### src/rtl/gol_scheduler_pkg.sv
// Shared encodings for the Game of Life generation scheduler.
// No logic; scheduler states, LOAD-exit routing and grid geometry.
// Imported by the scheduler top and its bench.
package gol_scheduler_pkg;

  localparam int GRID_SIZE = 64;

  typedef enum logic [1:0] {
    PAUSED,
    LOAD,
    WAIT,
    STEP
  } gol_sched_state_t;

  // Records why LOAD was entered so its exit knows whether a step follows.
  typedef enum logic {
    LOAD_RUN,
    LOAD_STEP
  } gol_req_t;

endpackage

### src/rtl/gol_scheduler_if.sv
// Scheduler <-> engine request/acknowledge handshake.
// Requests are levels held until a one-cycle ack; ack outside a request is ignored.
// The engine cannot stall the scheduler other than by withholding ack.
interface gol_scheduler_if;
  logic engine_step;
  logic engine_load;
  logic engine_ack;

  modport master (output engine_step, output engine_load, input engine_ack);
  modport slave  (input engine_step, input engine_load, output engine_ack);
endinterface

### src/rtl/gol_tick_divider.sv
// Generation pacing counter; period = TICK_BASE >> speed cycles.
// Combinational one-cycle tick when the count reaches period-1; counter restarts at 0.
// clear holds the count at 0 and suppresses the tick; no other stall.
module gol_tick_divider #(
  parameter int TICK_BASE = 1_000_000
) (
  input  logic       clk,
  input  logic       reset,
  input  logic       clear,
  input  logic       enable,
  input  logic [1:0] speed,
  output logic       tick
);

  localparam int CNT_W = $clog2(TICK_BASE);

  logic [CNT_W-1:0] cnt_q, cnt_d;
  logic [31:0]      period_m1;
  logic             at_end;

  always_comb begin
    period_m1 = (32'(TICK_BASE) >> speed) - 32'd1;
    at_end    = (32'(cnt_q) == period_m1);
    tick      = enable && !clear && at_end;
    cnt_d     = cnt_q;
    if (clear) begin
      cnt_d = '0;
    end else if (enable) begin
      cnt_d = at_end ? '0 : cnt_q + CNT_W'(1);
    end
  end

  always_ff @(posedge clk) begin
    if (reset) begin
      cnt_q <= '0;
    end else begin
      cnt_q <= cnt_d;
    end
  end

endmodule

### src/rtl/gol_scheduler.sv
// Run/pause sequencer issuing step/load requests to the GoL engine (GOL_SINGLE_STEP_EN adds step button).
// Requests rise the cycle the FSM enters LOAD/STEP and fall the cycle after ack; outputs registered.
// Engine backpressure is ack withholding only; requests are never aborted except by reset.
module gol_scheduler
  import gol_scheduler_pkg::*;
#(
  parameter int TICK_BASE = 1_000_000,
  parameter int GEN_W     = 16
) (
  input  logic             clk,
  input  logic             reset,
  input  logic             pause,
  input  logic             step_btn,
  input  logic [1:0]       speed,
  input  logic             edit_dirty,
  gol_scheduler_if.master  eng,
  output logic             grid_sel,
  output logic [GEN_W-1:0] generation,
  output logic             busy
);

  gol_sched_state_t state_q, state_d;
  gol_req_t         load_kind_q, load_kind_d;
  logic             dirty_q, dirty_d;
  logic [1:0]       speed_q, speed_d;
  logic [GEN_W-1:0] gen_q, gen_d;
  logic             step_q, step_d;
  logic             load_q, load_d;
  logic             grid_sel_q, grid_sel_d;
  logic             busy_q, busy_d;
  logic             step_edge;
  logic             tick;
  logic             div_clear;

`ifdef GOL_SINGLE_STEP_EN
  logic step_btn_q, step_btn_d;

  assign step_btn_d = step_btn;
  assign step_edge  = step_btn && !step_btn_q;

  always_ff @(posedge clk) begin
    if (reset) begin
      step_btn_q <= 1'b0;
    end else begin
      step_btn_q <= step_btn_d;
    end
  end
`else
  logic unused_step_btn;

  assign unused_step_btn = step_btn;
  assign step_edge       = 1'b0;
`endif

  // The count only runs in WAIT; pausing clears it so a resume starts a full period.
  assign div_clear = (state_q != WAIT) || pause;

  gol_tick_divider #(
    .TICK_BASE (TICK_BASE)
  ) u_tick_divider (
    .clk    (clk),
    .reset  (reset),
    .clear  (div_clear),
    .enable (1'b1),
    .speed  (speed_q),
    .tick   (tick)
  );

  always_comb begin
    state_d     = state_q;
    load_kind_d = load_kind_q;
    dirty_d     = dirty_q;
    speed_d     = speed_q;
    gen_d       = gen_q;

    case (state_q)
      PAUSED: begin
        if (!pause) begin
          state_d     = dirty_q ? LOAD : WAIT;
          load_kind_d = LOAD_RUN;
        end else if (step_edge) begin
          state_d     = dirty_q ? LOAD : STEP;
          load_kind_d = LOAD_STEP;
        end
      end
      LOAD: begin
        if (eng.engine_ack) begin
          gen_d   = '0;
          dirty_d = 1'b0;
          if (!pause) begin
            state_d = WAIT;
          end else if (load_kind_q == LOAD_STEP) begin
            state_d = STEP;
          end else begin
            state_d = PAUSED;
          end
        end
      end
      WAIT: begin
        if (pause) begin
          state_d = PAUSED;
        end else if (tick) begin
          state_d = STEP;
        end
      end
      STEP: begin
        if (eng.engine_ack) begin
          gen_d   = gen_q + GEN_W'(1);
          state_d = pause ? PAUSED : WAIT;
        end
      end
      default: state_d = PAUSED;
    endcase

    // A new edit overrides the clear from a coincident load ack.
    if (edit_dirty) begin
      dirty_d = 1'b1;
    end

    if ((state_d == WAIT) && (state_q != WAIT)) begin
      speed_d = speed;
    end

    step_d = (state_d == STEP);
    load_d = (state_d == LOAD);
    busy_d = step_d || load_d;

    grid_sel_d = grid_sel_q;
    if (state_d == PAUSED) begin
      grid_sel_d = 1'b1;
    end else if (state_d == WAIT) begin
      grid_sel_d = 1'b0;
    end
  end

  always_ff @(posedge clk) begin
    if (reset) begin
      state_q     <= PAUSED;
      load_kind_q <= LOAD_RUN;
      dirty_q     <= 1'b0;
      speed_q     <= 2'd0;
      gen_q       <= '0;
      step_q      <= 1'b0;
      load_q      <= 1'b0;
      grid_sel_q  <= 1'b1;
      busy_q      <= 1'b0;
    end else begin
      state_q     <= state_d;
      load_kind_q <= load_kind_d;
      dirty_q     <= dirty_d;
      speed_q     <= speed_d;
      gen_q       <= gen_d;
      step_q      <= step_d;
      load_q      <= load_d;
      grid_sel_q  <= grid_sel_d;
      busy_q      <= busy_d;
    end
  end

  assign eng.engine_step = step_q;
  assign eng.engine_load = load_q;
  assign grid_sel        = grid_sel_q;
  assign generation      = gen_q;
  assign busy            = busy_q;

endmodule

### src/flat_wrapper.sv
// flat-port wrapper written by rule: the top's interface ports become plain ports
module gol_scheduler_flat import gol_scheduler_pkg::*;
#(
  parameter int TICK_BASE = 1_000_000,
  parameter int GEN_W     = 16
)
  (clk, reset, pause, step_btn, speed, edit_dirty, grid_sel, generation, busy, eng_engine_step, eng_engine_load, eng_engine_ack);
  gol_scheduler_if eng_i ();
  input  logic clk;
  input  logic reset;
  input  logic pause;
  input  logic step_btn;
  input  logic [1:0] speed;
  input  logic edit_dirty;
  output logic grid_sel;
  output logic [GEN_W-1:0] generation;
  output logic busy;
  output wire logic [$bits(eng_i.engine_step)-1:0] eng_engine_step;
  output wire logic [$bits(eng_i.engine_load)-1:0] eng_engine_load;
  input wire logic [$bits(eng_i.engine_ack)-1:0] eng_engine_ack;
  assign eng_engine_step = eng_i.engine_step;
  assign eng_engine_load = eng_i.engine_load;
  assign eng_i.engine_ack = eng_engine_ack;
  gol_scheduler #(.TICK_BASE(TICK_BASE), .GEN_W(GEN_W)) u_core (.clk(clk), .reset(reset), .pause(pause), .step_btn(step_btn), .speed(speed), .edit_dirty(edit_dirty), .eng(eng_i), .grid_sel(grid_sel), .generation(generation), .busy(busy));
endmodule
### config.mk
export PLATFORM = sky130hd
export DESIGN_NAME = gol_scheduler_flat
export DESIGN_NICKNAME = d
export VERILOG_FILES = /design/src/rtl/gol_scheduler_pkg.sv /design/src/rtl/gol_scheduler_if.sv /design/src/rtl/gol_tick_divider.sv /design/src/rtl/gol_scheduler.sv /design/src/flat_wrapper.sv
export SDC_FILE = /design/constraint.sdc
export NUM_CORES = 1
export LEC_CHECK = 0
export ABC_AREA = 1
export ABC_CLOCK_PERIOD_IN_PS = 1880
export CORE_ASPECT_RATIO = 0.6
export CORE_UTILIZATION = 52
export CTS_BUF_LIST = sky130_fd_sc_hd__clkbuf_4 sky130_fd_sc_hd__clkbuf_8
export CTS_CLUSTER_DIAMETER = 100
export DETAILED_ROUTE_END_ITERATION = 8
export PLACE_DENSITY = 0.76
export SLEW_MARGIN = 20
export SYNTH_ARGS = -nofsm -noshare
export SYNTH_HDL_FRONTEND = slang
export SYNTH_SLANG_ARGS = --single-unit
### constraint.sdc
create_clock -name clk -period 1.88 [get_ports clk]
set_input_delay 0.47 -clock clk [delete_from_list [all_inputs] [get_ports clk]]
set_output_delay 0.47 -clock clk [all_outputs]
set_load 0.03 [all_outputs]
==> results by group <==
Floorplanning
  • Die X: 89.80 um
  • Die H: 54.68 um
  • Rows: 18
  • Die area: 4910 um^2
  • CORE AREA: 4279 um^2
  • Io pins: 28
  • Initial core utilization: 56.20%

Worst setup path
  • CP max FO: 5
  • Setup Crit Path Kind: register to register
  • CP startpoint kind: register
  • Worst EP arrival: 2.28 ns
  • Required time worst endpoint: 2.07 ns
  • Worst setup EP type: register
  • R2R Setup Slk: -0.22 ns
  • R2R depth: 15

Routing
  • Initial DRC Count: 280
  • Vias per inst: 5.537
  • DRC: 0
  • Routed via count: 2597
  • Wire per inst: 15.65 um
  • DR pass1 iterations: 5
  • Final wirelength: 7.340 mm
  • Post-route antenna net violation count: 0

Synthesis
  • Post-synth top area share: 36.63%
  • Asr flop ratio synth: 0%
  • Sequential fraction of the synthesis area: 36.63%
  • Distinct cells, synth: 35
  • FF+latch count, synth: 44
  • Main synth FF type: dfxtp_1
  • YS warnings: 0
  • Post-synth top area cell: dfxtp_1
  • Number of flops mapped to enable cells by yosys: 0
  • Post-Syn Area: 2405 um^2
  • Most frequent cell after synthesis: nand2_1
  • Post-synthesis instance total: 346
  • Syn nets: 365
  • Synth Area per Inst: 6.950 um^2
  • Synth top cells by count: nand2_1, inv_1, nor2_1
  • Top cells by area, synth: dfxtp_1, nand2_1, inv_1, nor2_1, ha_1

Finish
  • Layout area overhead: 41.21%
  • Antenna diode count: 0
  • Layout cells sized above 1: 26.41%
  • Final Net Count: 427

Clock tree
  • Clk root buf: clkbuf_8
  • # clock sinks: 44
  • H-tree depth: 2
  • Clock Latency Late Sink: 0.30 ns
  • CTS tree: yes
  • CTS Buffer Depth: 2
  • Hold_buf cts: 0
  • Reg clk slew, reported paths: 0.08 ns
  • CTS Buf Count: 5

Global routing
  • Total grt overflow: 0
  • Vias in the first global route: 2164
  • Largest net degree at the start of global routing: 14
  • Initial antenna violation count: 0
  • Total GRT Usage: 25.81%
  • Global-route wire length before repair: 9.873 mm

STA
  • Crit path setup slack, layout: -0.2178 ns
  • Fin. Hold Viols: 0
  • Setup violators final: 26
  • Part of the cycle the worst path needs: 111.6%
  • Fin Clk Skew: 0.008906 ns
  • Tmin final: 2.098 ns
  • Max_slew headroom: 54.59%
  • Tightest Pin Transition: 0.6760 ns
  • Max-slew violations: 0
  • RSZ-0062 raised after global routing: true
  • WHS: 0.4791 ns
  • Max Clock Freq: 476.7 MHz

Run status
  • Failing checks: negative setup slack
  • Status: complete, but fails checks

Place
  • Post-Place Worst Slack: -0.1152 ns
  • Post-DP HPWL: 4.468 mm
  • Number of port buffers: 26
  • GPL Wtd Cong: 0.8911

Min path
  • Hold depth: 1
  • Hold WC Path Type: register to register

Pwr
  • Leakage power: 1.449 nW
  • Worst VDD drop: 0.3792 mV
  • Tot Pwr: 0.002003 W
  • Power density cells: 589.9 nW/um^2

Run
  • Max-Cap Viols: 0
-- path summary, 6_finish.rpt --
path	start	endpoint
worst max-delay path	u_core.speed_q[0]	u_core.u_tick_divider.cnt_q[18]
worst min-delay path	u_core.u_tick_divider.cnt_q[0]	u_core.u_tick_divider.cnt_q[0]
worst max register to register	u_core.speed_q[0]	u_core.u_tick_divider.cnt_q[18]
worst min register to register	u_core.u_tick_divider.cnt_q[0]	u_core.u_tick_divider.cnt_q[0]
-- worst max-delay path: stages, from the launching register on --
cell	delay (ns)
dfxtp_4	0.38
inv_6	0.08
ha_4	0.14
inv_4	0.04
ha_4	0.26
inv_2	0.03
nand2_1	0.04
nand2_1	0.06
nor2_1	0.11
nand2_1	0.09
nor2_2	0.14
buf_4	0.15
nand3_4	0.08
nand3_4	0.15
clkbuf_16	0.20
nor3b_2	0.05
-- cell families after synthesis --
family / count (synthesis) / share of synthesized area [%]
AND/OR/NAND/NOR: 186 / 35.95
adder cells (fa/ha/maj): 11 / 5.723
flip-flops: 44 / 36.63
buffers and inverters: 57 / 9.521
XOR/XNOR: 9 / 3.278
AO/OA/AOI/OAI: 39 / 8.898
-- what timing repair did --
action / 4_1_cts / 5_1_grt
gates cloned: 1 / 2
endpoints found under the setup margin: 27 / 33
pin swaps: 6 / 14
resized for setup: 23 / 51
setup buffers: 3 / 1
-- metrics by stage --
step	instances	utilization, %	setup TNS, ns	cell area (um^2)
final	469	79.36	-4.359	3396
after global routing	469	79.36	-6.975	3396
after CTS	466	73.27	-0.3396	3136
after detailed placement	454	68.27	-2.134	2922
after global placement	454	68.27	-0.8182	2922
after floorplan	346	-	0	2406
-- flip-flops by register name, summed over array words and instances (netlist names) --
register,count
u_core.grid_sel,1
u_core.eng.engine_load,1
u_core.state_q,1
u_core.busy,1
u_core.u_tick_divider.cnt_q,20
u_core.generation,16
u_core.speed_q,2
u_core.eng.engine_step,1
u_core.dirty_q,1
-- report_power, final --
group          total [W]  switching [W]  internal, W
clock network   0.000625       0.000331     0.000294
registers       0.000979      0.0000276     0.000951
logic           0.000400       0.000217     0.000183
total            0.00200       0.000575      0.00143
-- cell usage in the layout (no fill, tap or decap), types with 3 or more instances in the layout --
| cell type | count |
|---|---|
| nand2_1 | 76 |
| inv_1 | 43 |
| dfxtp_1 | 42 |
| nor2_1 | 36 |
| buf_4 | 27 |
| clkdlybuf4s50_1 | 18 |
| nand3_1 | 17 |
| a21oi_1 | 14 |
| nor2_4 | 12 |
| o21ai_0 | 12 |
| nor2_2 | 9 |
| nor3_1 | 8 |
| xor2_1 | 8 |
| dlymetal6s2s_1 | 7 |
| inv_2 | 6 |
| nand4_1 | 6 |
| clkbuf_8 | 6 |
| a21oi_2 | 5 |
| nand2_2 | 4 |
| ha_4 | 4 |
| ha_1 | 4 |
| inv_4 | 3 |
| nand2_4 | 3 |
| nor3_2 | 3 |
| nor3b_2 | 3 |
| ha_2 | 3 |
-- routing by layer --
layer	wire, um	global-route usage (%)
met5	0	0
met4	272	4.645
met3	787	5.833
met2	3138	41.03
met1	3142	36.42
-- cell type report --
cell class	count	area, um^2
multi-input cells	245	1529
flip-flops and latches	44	888.4
fillers	280	883.3
repair buffers	59	599.3
inverters	53	211.5
clock buffers	6	82.58
well taps	60	75.07
clock inverters	2	10.01
Note: power is estimated with default switching activity, not from simulation.
